**config.mk**
```make
export PLATFORM = sky130hd
export DESIGN_NAME = pwm_compare_flat
export DESIGN_NICKNAME = d
export VERILOG_FILES = /design/src/rtl/pwm_pkg.sv /design/src/rtl/pwm_compare_if.sv /design/src/rtl/pwm_deadtime.sv /design/src/rtl/pwm_compare.sv /design/src/flat_wrapper.sv
export SDC_FILE = /design/constraint.sdc
export NUM_CORES = 1
export LEC_CHECK = 0
export BUFFER_PORTS_ARGS = -buffer_cell sky130_fd_sc_hd__clkbuf_2
export CELL_PAD_IN_SITES_DETAIL_PLACEMENT = 1
export CELL_PAD_IN_SITES_GLOBAL_PLACEMENT = 1
export CORE_MARGIN = 2
export CORE_UTILIZATION = 41
export CTS_BUF_LIST = sky130_fd_sc_hd__clkbuf_8
export DETAILED_ROUTE_END_ITERATION = 16
export GPL_TIMING_DRIVEN = 0
export PLACE_DENSITY = 0.76
export SLEW_MARGIN = 20
export SYNTH_ARGS = -nofsm -noshare
export SYNTH_HDL_FRONTEND = slang
export SYNTH_SLANG_ARGS = --single-unit
```
**constraint.sdc**
```tcl
create_clock -name clk -period 1.1 [get_ports clk]
set_input_delay 0.055 -clock clk [delete_from_list [all_inputs] [get_ports clk]]
set_output_delay 0.055 -clock clk [all_outputs]
set_load 0.01 [all_outputs]
```
**src/rtl/pwm_pkg.sv**
```systemverilog
// pwm_pkg: shared FSM state type and sizing constants for pwm_compare.
//   DUTY_W       : width of count, duty values and the compare
//   DEADTIME_DEF : default dead-time length in clk cycles
package pwm_pkg;
  localparam int DUTY_W = 8;
  localparam int DEADTIME_DEF = 4;
  typedef enum logic [1:0] {IDLE, ARMED, RUN} state_t;
endpackage

```
**src/rtl/pwm_compare_if.sv**
```systemverilog
// pwm_compare_if: valid/ready channel carrying new duty values.
//   duty_data  : new duty value (master -> slave)
//   duty_valid : duty_data valid (master -> slave)
//   duty_ready : slave can accept a value (slave -> master)
interface pwm_compare_if;
  import pwm_pkg::*;
  logic [DUTY_W-1:0] duty_data;
  logic duty_valid;
  logic duty_ready;
  modport master (output duty_data, duty_valid, input duty_ready);
  modport slave (input duty_data, duty_valid, output duty_ready);
endinterface

```
**src/rtl/pwm_deadtime.sv**
```systemverilog
// pwm_deadtime: dead-time insertion for the complementary output pair.
//   clk, rst_n : clock and active-low reset (already synchronised)
//   act        : compare is running; pwm_n only drives while running
//   raw        : unregistered compare result (count < duty)
//   pwm, pwm_n : registered outputs, each delayed on its rising edge
module pwm_deadtime
  import pwm_pkg::*;
#(
  parameter int DEADTIME = DEADTIME_DEF
) (
  input  logic clk,
  input  logic rst_n,
  input  logic act,
  input  logic raw,
  output logic pwm,
  output logic pwm_n
);
  localparam logic [3:0] DT = 4'(DEADTIME);
  logic raw_n;
  logic [3:0] cnt_h, cnt_l;
  assign raw_n = act & ~raw;
  // cnt_* hold how many preceding cycles the level has been held (saturating);
  // an output only rises once that reaches DT, and drops with its level.
  always_ff @(posedge clk or negedge rst_n)
    if (!rst_n) begin
      cnt_h <= '0;
      cnt_l <= '0;
      pwm <= 1'b0;
      pwm_n <= 1'b0;
    end else begin
      cnt_h <= !raw ? '0 : (cnt_h == DT) ? cnt_h : cnt_h + 4'd1;
      cnt_l <= !raw_n ? '0 : (cnt_l == DT) ? cnt_l : cnt_l + 4'd1;
      pwm <= raw & (cnt_h == DT);
      pwm_n <= raw_n & (cnt_l == DT);
    end
endmodule

```
**src/rtl/pwm_compare.sv**
```systemverilog
// pwm_compare: compare-based PWM with shadowed duty update at period boundaries.
//   clk          : clock
//   rst          : asynchronous active-low reset, released synchronously
//   en           : output enable (level)
//   count        : upstream free-running counter value
//   tcount       : upstream terminal-count pulse (period boundary)
//   duty         : slave side of the duty valid/ready channel
//   pwm          : registered PWM output
//   pwm_n        : complementary output, only when PWM_COMPL_EN is defined
//   period_done  : one-cycle pulse per completed period while running
// Build option PWM_COMPL_EN adds pwm_n with DEADTIME-cycle dead-time insertion.
module pwm_compare
  import pwm_pkg::*;
#(
  parameter int DEADTIME = DEADTIME_DEF
) (
  input  logic              clk,
  input  logic              rst,
  input  logic              en,
  input  logic [DUTY_W-1:0] count,
  input  logic              tcount,
  pwm_compare_if.slave      duty,
  output logic              pwm,
`ifdef PWM_COMPL_EN
  output logic              pwm_n,
`endif
  output logic              period_done
);
  if (DEADTIME < 1 || DEADTIME > 15) begin : g_bad_deadtime
    $error("pwm_compare: DEADTIME must be 1..15");
  end
  logic [1:0] rst_q;
  logic rst_s, run, raw_d, load, xfer, pending;
  logic [DUTY_W-1:0] duty_active, shadow;
  state_t state, state_nx;
  // Reset asserts asynchronously through rst_q and releases two edges later.
  always_ff @(posedge clk or negedge rst)
    if (!rst) rst_q <= 2'b00;
    else rst_q <= {rst_q[0], 1'b1};
  assign rst_s = rst_q[1];
  always_comb begin
    state_nx = !en ? IDLE
             : (state == IDLE) ? ARMED
             : (state == ARMED && tcount) ? RUN
             : state;
    run = (state == RUN) && en;
    raw_d = run && (count < duty_active);
    // A value can only be pending if it was accepted before this boundary,
    // so a transfer on the tcount cycle waits for the following boundary.
    load = tcount && pending && (state != IDLE);
    xfer = duty.duty_valid && duty.duty_ready;
  end
  assign duty.duty_ready = ~pending;
  always_ff @(posedge clk or negedge rst_s)
    if (!rst_s) begin
      state <= IDLE;
      duty_active <= '0;
      shadow <= '0;
      pending <= 1'b0;
      period_done <= 1'b0;
    end else begin
      state <= state_nx;
      if (xfer) shadow <= duty.duty_data;
      if (load) duty_active <= shadow;
      pending <= xfer | (pending & ~load);
      period_done <= run & tcount;
    end
`ifdef PWM_COMPL_EN
  pwm_deadtime #(.DEADTIME(DEADTIME)) u_deadtime (
    .clk   (clk),
    .rst_n (rst_s),
    .act   (run),
    .raw   (raw_d),
    .pwm   (pwm),
    .pwm_n (pwm_n)
  );
`else
  always_ff @(posedge clk or negedge rst_s)
    if (!rst_s) pwm <= 1'b0;
    else pwm <= raw_d;
`endif
endmodule

```
**src/flat_wrapper.sv**
```systemverilog
// flat-port wrapper written by rule: the top's interface ports become plain ports
module pwm_compare_flat import pwm_pkg::*;
#(
  parameter int DEADTIME = DEADTIME_DEF
)
  (clk, rst, en, count, tcount, pwm, period_done, duty_duty_data, duty_duty_valid, duty_duty_ready);
  pwm_compare_if duty_i ();
  input  logic clk;
  input  logic rst;
  input  logic en;
  input  logic [DUTY_W-1:0] count;
  input  logic tcount;
  output logic pwm;
  output logic period_done;
  input wire logic [$bits(duty_i.duty_data)-1:0] duty_duty_data;
  input wire logic [$bits(duty_i.duty_valid)-1:0] duty_duty_valid;
  output wire logic [$bits(duty_i.duty_ready)-1:0] duty_duty_ready;
  assign duty_i.duty_data = duty_duty_data;
  assign duty_i.duty_valid = duty_duty_valid;
  assign duty_duty_ready = duty_i.duty_ready;
  pwm_compare #(.DEADTIME(DEADTIME)) u_core (.clk(clk), .rst(rst), .en(en), .count(count), .tcount(tcount), .duty(duty_i), .pwm(pwm), .period_done(period_done));
endmodule
```
==> flow_summary.toml <==
[logic_synthesis]
synth_seq_cells = 23
synth_area_per_cell_sq_um = 13.3
synth-simple-area-share = 0.0551
synth_edf_count = 0
synth_area_sq_um = 1020
yosys_most_used_dff = "dfrtp_1"
yosysTopAreaCellShare = 0.563
synth_adder_area_share = 0.0857
synth.distinct_cells = 18
netlist.top_cell.by_area = "dfrtp_1"
ys.warnings.count = 0
synth-compound-area-share = 0.0783
ys_seq_area_frac = 0.563
synthXorXnorAreaFrac = 0
synthCells = 77
synth_fp_nets = 105
synth.area.mux_share = 0.176
synthArstFlopShare = 1.00
synth_top_family_by_area = "multiplexers"
synth_area_leaders = "dfrtp_1 56%, mux2_2 18%, ha_1 8.6%, inv_1 3.3%, o211ai_4 2.1%"

[grt]
overflow = 0
grt_pass1_wl_um = 3420
grt_antenna_before_repair = 0
grt_pass1_vias = 734
grt_max_degree = 22
gr-usage-all-layers = 0.176

[power_and_ir_drop]
p_seq_frac = 0.472
p_int_w = 0.00196
combPwrFrac = 0.345
clockPowerShare = 0.183
switching_share = 0.286
p_leak_nw = 0.671
power_switching_w = 0.000784
irDropWorstVdd_mv = 1.24
pwr_density_cell_nw_per_um2 = 2010

[clocking]
numCtsBuffers = 3
cts_htree_levels = 1
clkTransAtPathRegs_ps = 80
clkLatencyLatePin_ps = 260
clockBufferDepth = 2
cts-root-buf = "clkbuf_8"
numClockSinks = 23
cts_tree = "yes"

[timing]
relSlewSlack = 0.429
worst_slack_ps = -154
worstMarginPinSlew_ps = 857
finalCriticalPeriod_ps = 1250
slew_viol_final = 0
setup_tns_ps = -1850
clock_skew_ps = 4.58
setup_viol = 17
hold_ws_ps = 23.3
fmax_ghz = 0.798
grt_setup_unrepaired = "yes"
finalHoldViolCount = 0
fin_crit_sh = 1.14

[floorplanning]
start_util = 0.424
die_w_um = 53.9
rows = 18
core_sq_um = 2410
die_h_um = 53.9
die_area_sq_um = 2910
boundaryPins = 24

[routing]
dr.pass1.iters = 3
ant_nets = 0
vias_per_cell = 5.01
drt-initial-drc-count = 4
drcViolationCount = 0
via_count = 697
drt-total-wl_um = 2160
post_drt_wl_per_cell_um = 15.5

[final_layout]
fin_nets = 138
syn_to_final_growth_pct = 33.5
utilization = 0.566
diodes = 0
drive_gt1_frac = 0.541
n_fill_cell = 245
seq_area_sq_um = 579
multiInputGateArea_sq_um = 492

[placed_design]
place.gp.congestion = 0.747
io_buffers = 23
dp_slack_ps = -237
place_hpwl_um = 1400

[critical_path]
cp.required_ps = 1250
critPathLaunchType = "flop"
crit_type = "reg2reg"
arrival_ps = 1400
end_kind = "flop"
path_max_fanout = 5

[status]
violations = "negative setup slack"
status = "complete, but fails checks"

[worst_hold_path]
hold_class = "in2reg"

[run]
cap_violations = 0
[timing repair]
item,4_1_cts,5_1_grt
resized for setup,9,9
setup endpoints to repair,17,20
buffers inserted,4,0
pin swaps,4,1
hold buffers,1,0
endpoints found under the hold margin,2,0
[flip-flops by register name, summed over array words and instances (netlist names)]
register,count
u_core.shadow,8
u_core.state,2
u_core.period_done,1
u_core.rst_q,2
u_core.pwm,1
u_core.pending,1
u_core.duty_active,8
[cell type report]
class / count / share of cell area
buffer: 1 / 0.00825
clock buffer: 3 / 0.0302
clock inverter: 1 / 0.00275
inverter: 9 / 0.0247
multi-input combinational: 44 / 0.360
sequential: 23 / 0.424
tap: 30 / 0.0275
timing repair buffer: 28 / 0.122
[worst paths after layout]
path,startpoint,endpoint,slack [ps],cells past startpoint
setup / recovery,u_core.state[1]$_DFFE_PN0P_,u_core.duty_active[7]$_DFFE_PN0P_,-150,3
hold / removal,duty_duty_data[6],u_core.shadow[6]$_DFFE_PN0P_,20,2
setup reg to reg,u_core.state[1]$_DFFE_PN0P_,u_core.duty_active[7]$_DFFE_PN0P_,-150,3
hold reg to reg,u_core.rst_q[1]$_DFF_PN0_,u_core.shadow[0]$_DFFE_PN0P_,360,0
max in group asynchronous,u_core.rst_q[1]$_DFF_PN0_,u_core.state[1]$_DFFE_PN0P_,160,0
min in group asynchronous,rst,u_core.rst_q[0]$_DFF_PN0_,130,2
[stage by stage]
stage	area (sq um)	total power [W]	std cells
after global routing	1370	0.00297	139
final	1370	0.00274	139
after global placement	1210	0.00200	130
after detailed placement	1210	0.00206	130
after CTS	1330	0.00270	139
after floorplan	1050	0.00185	77
[cells in the mapped netlist (2+ instances only)]
| library cell | instances |
|---|---|
| ha_1 | 7 |
| nor2_1 | 2 |
| a21oi_1 | 2 |
| inv_1 | 9 |
| a211oi_1 | 2 |
| nor2b_1 | 3 |
| mux2_2 | 16 |
| o21ai_0 | 4 |
| dfrtp_1 | 23 |
[per-layer routing]
layer  part of all wire  GRT usage  up-vias  wire length, um
met3              0.039     0.0583        2               84
li1                   -          -      329                -
met4             0.0088     0.0641        0               19
met1               0.40      0.196      354              871
met2               0.55      0.309       12             1180
met5                  0          0        -                0
[power groups by stage]
stage	sequential (W)	clock, W	combinational, W
after floorplan	0.00125	0	0.000599
after global placement	0.00129	0	0.000711
after detailed placement	0.00130	0	0.000753
after CTS	0.00129	0.000519	0.000897
after global routing	0.00133	0.000581	0.00106
final	0.00129	0.000502	0.000946
[critical path: stages (launching register included)]
cell      delay (ps)
dfrtp_2          450
o211ai_4         200
buf_6            160
mux2_2           330
[cells in the final DEF, fill, tap and decap left out]
cell,Yosys,routed
nor4bb_2,0,1
nor2_1,2,2
nor2b_2,0,1
a211oi_2,0,2
and4b_1,1,1
buf_6,0,4
clkbuf_8,0,3
ha_2,0,1
ha_4,0,2
dfrtp_2,0,3
dlygate4sd3_1,0,1
dfrtp_1,23,20
clkbuf_2,0,23
nand2_1,1,1
nor2b_1,3,2
ha_1,7,4
o21ai_0,4,2
conb_1,1,1
mux2_2,16,6
a21oi_1,2,2
o211ai_4,1,1
o21ai_1,0,2
mux2_4,0,10
a31oi_1,1,1
o21a_1,1,1
nand4_1,1,1
inv_2,0,1
inv_1,9,9
buf_4,0,1
[logic make-up after synthesis]
group                      after synthesis
other                                    1
buffers and inverters                   10
and+or+nand+nor                          9
DFF                                     23
muxes                                   16
adders and majority gates                7
AOI/OAI and AO/OA                       11
No activity file was read; power rests on OpenSTA's default activity.
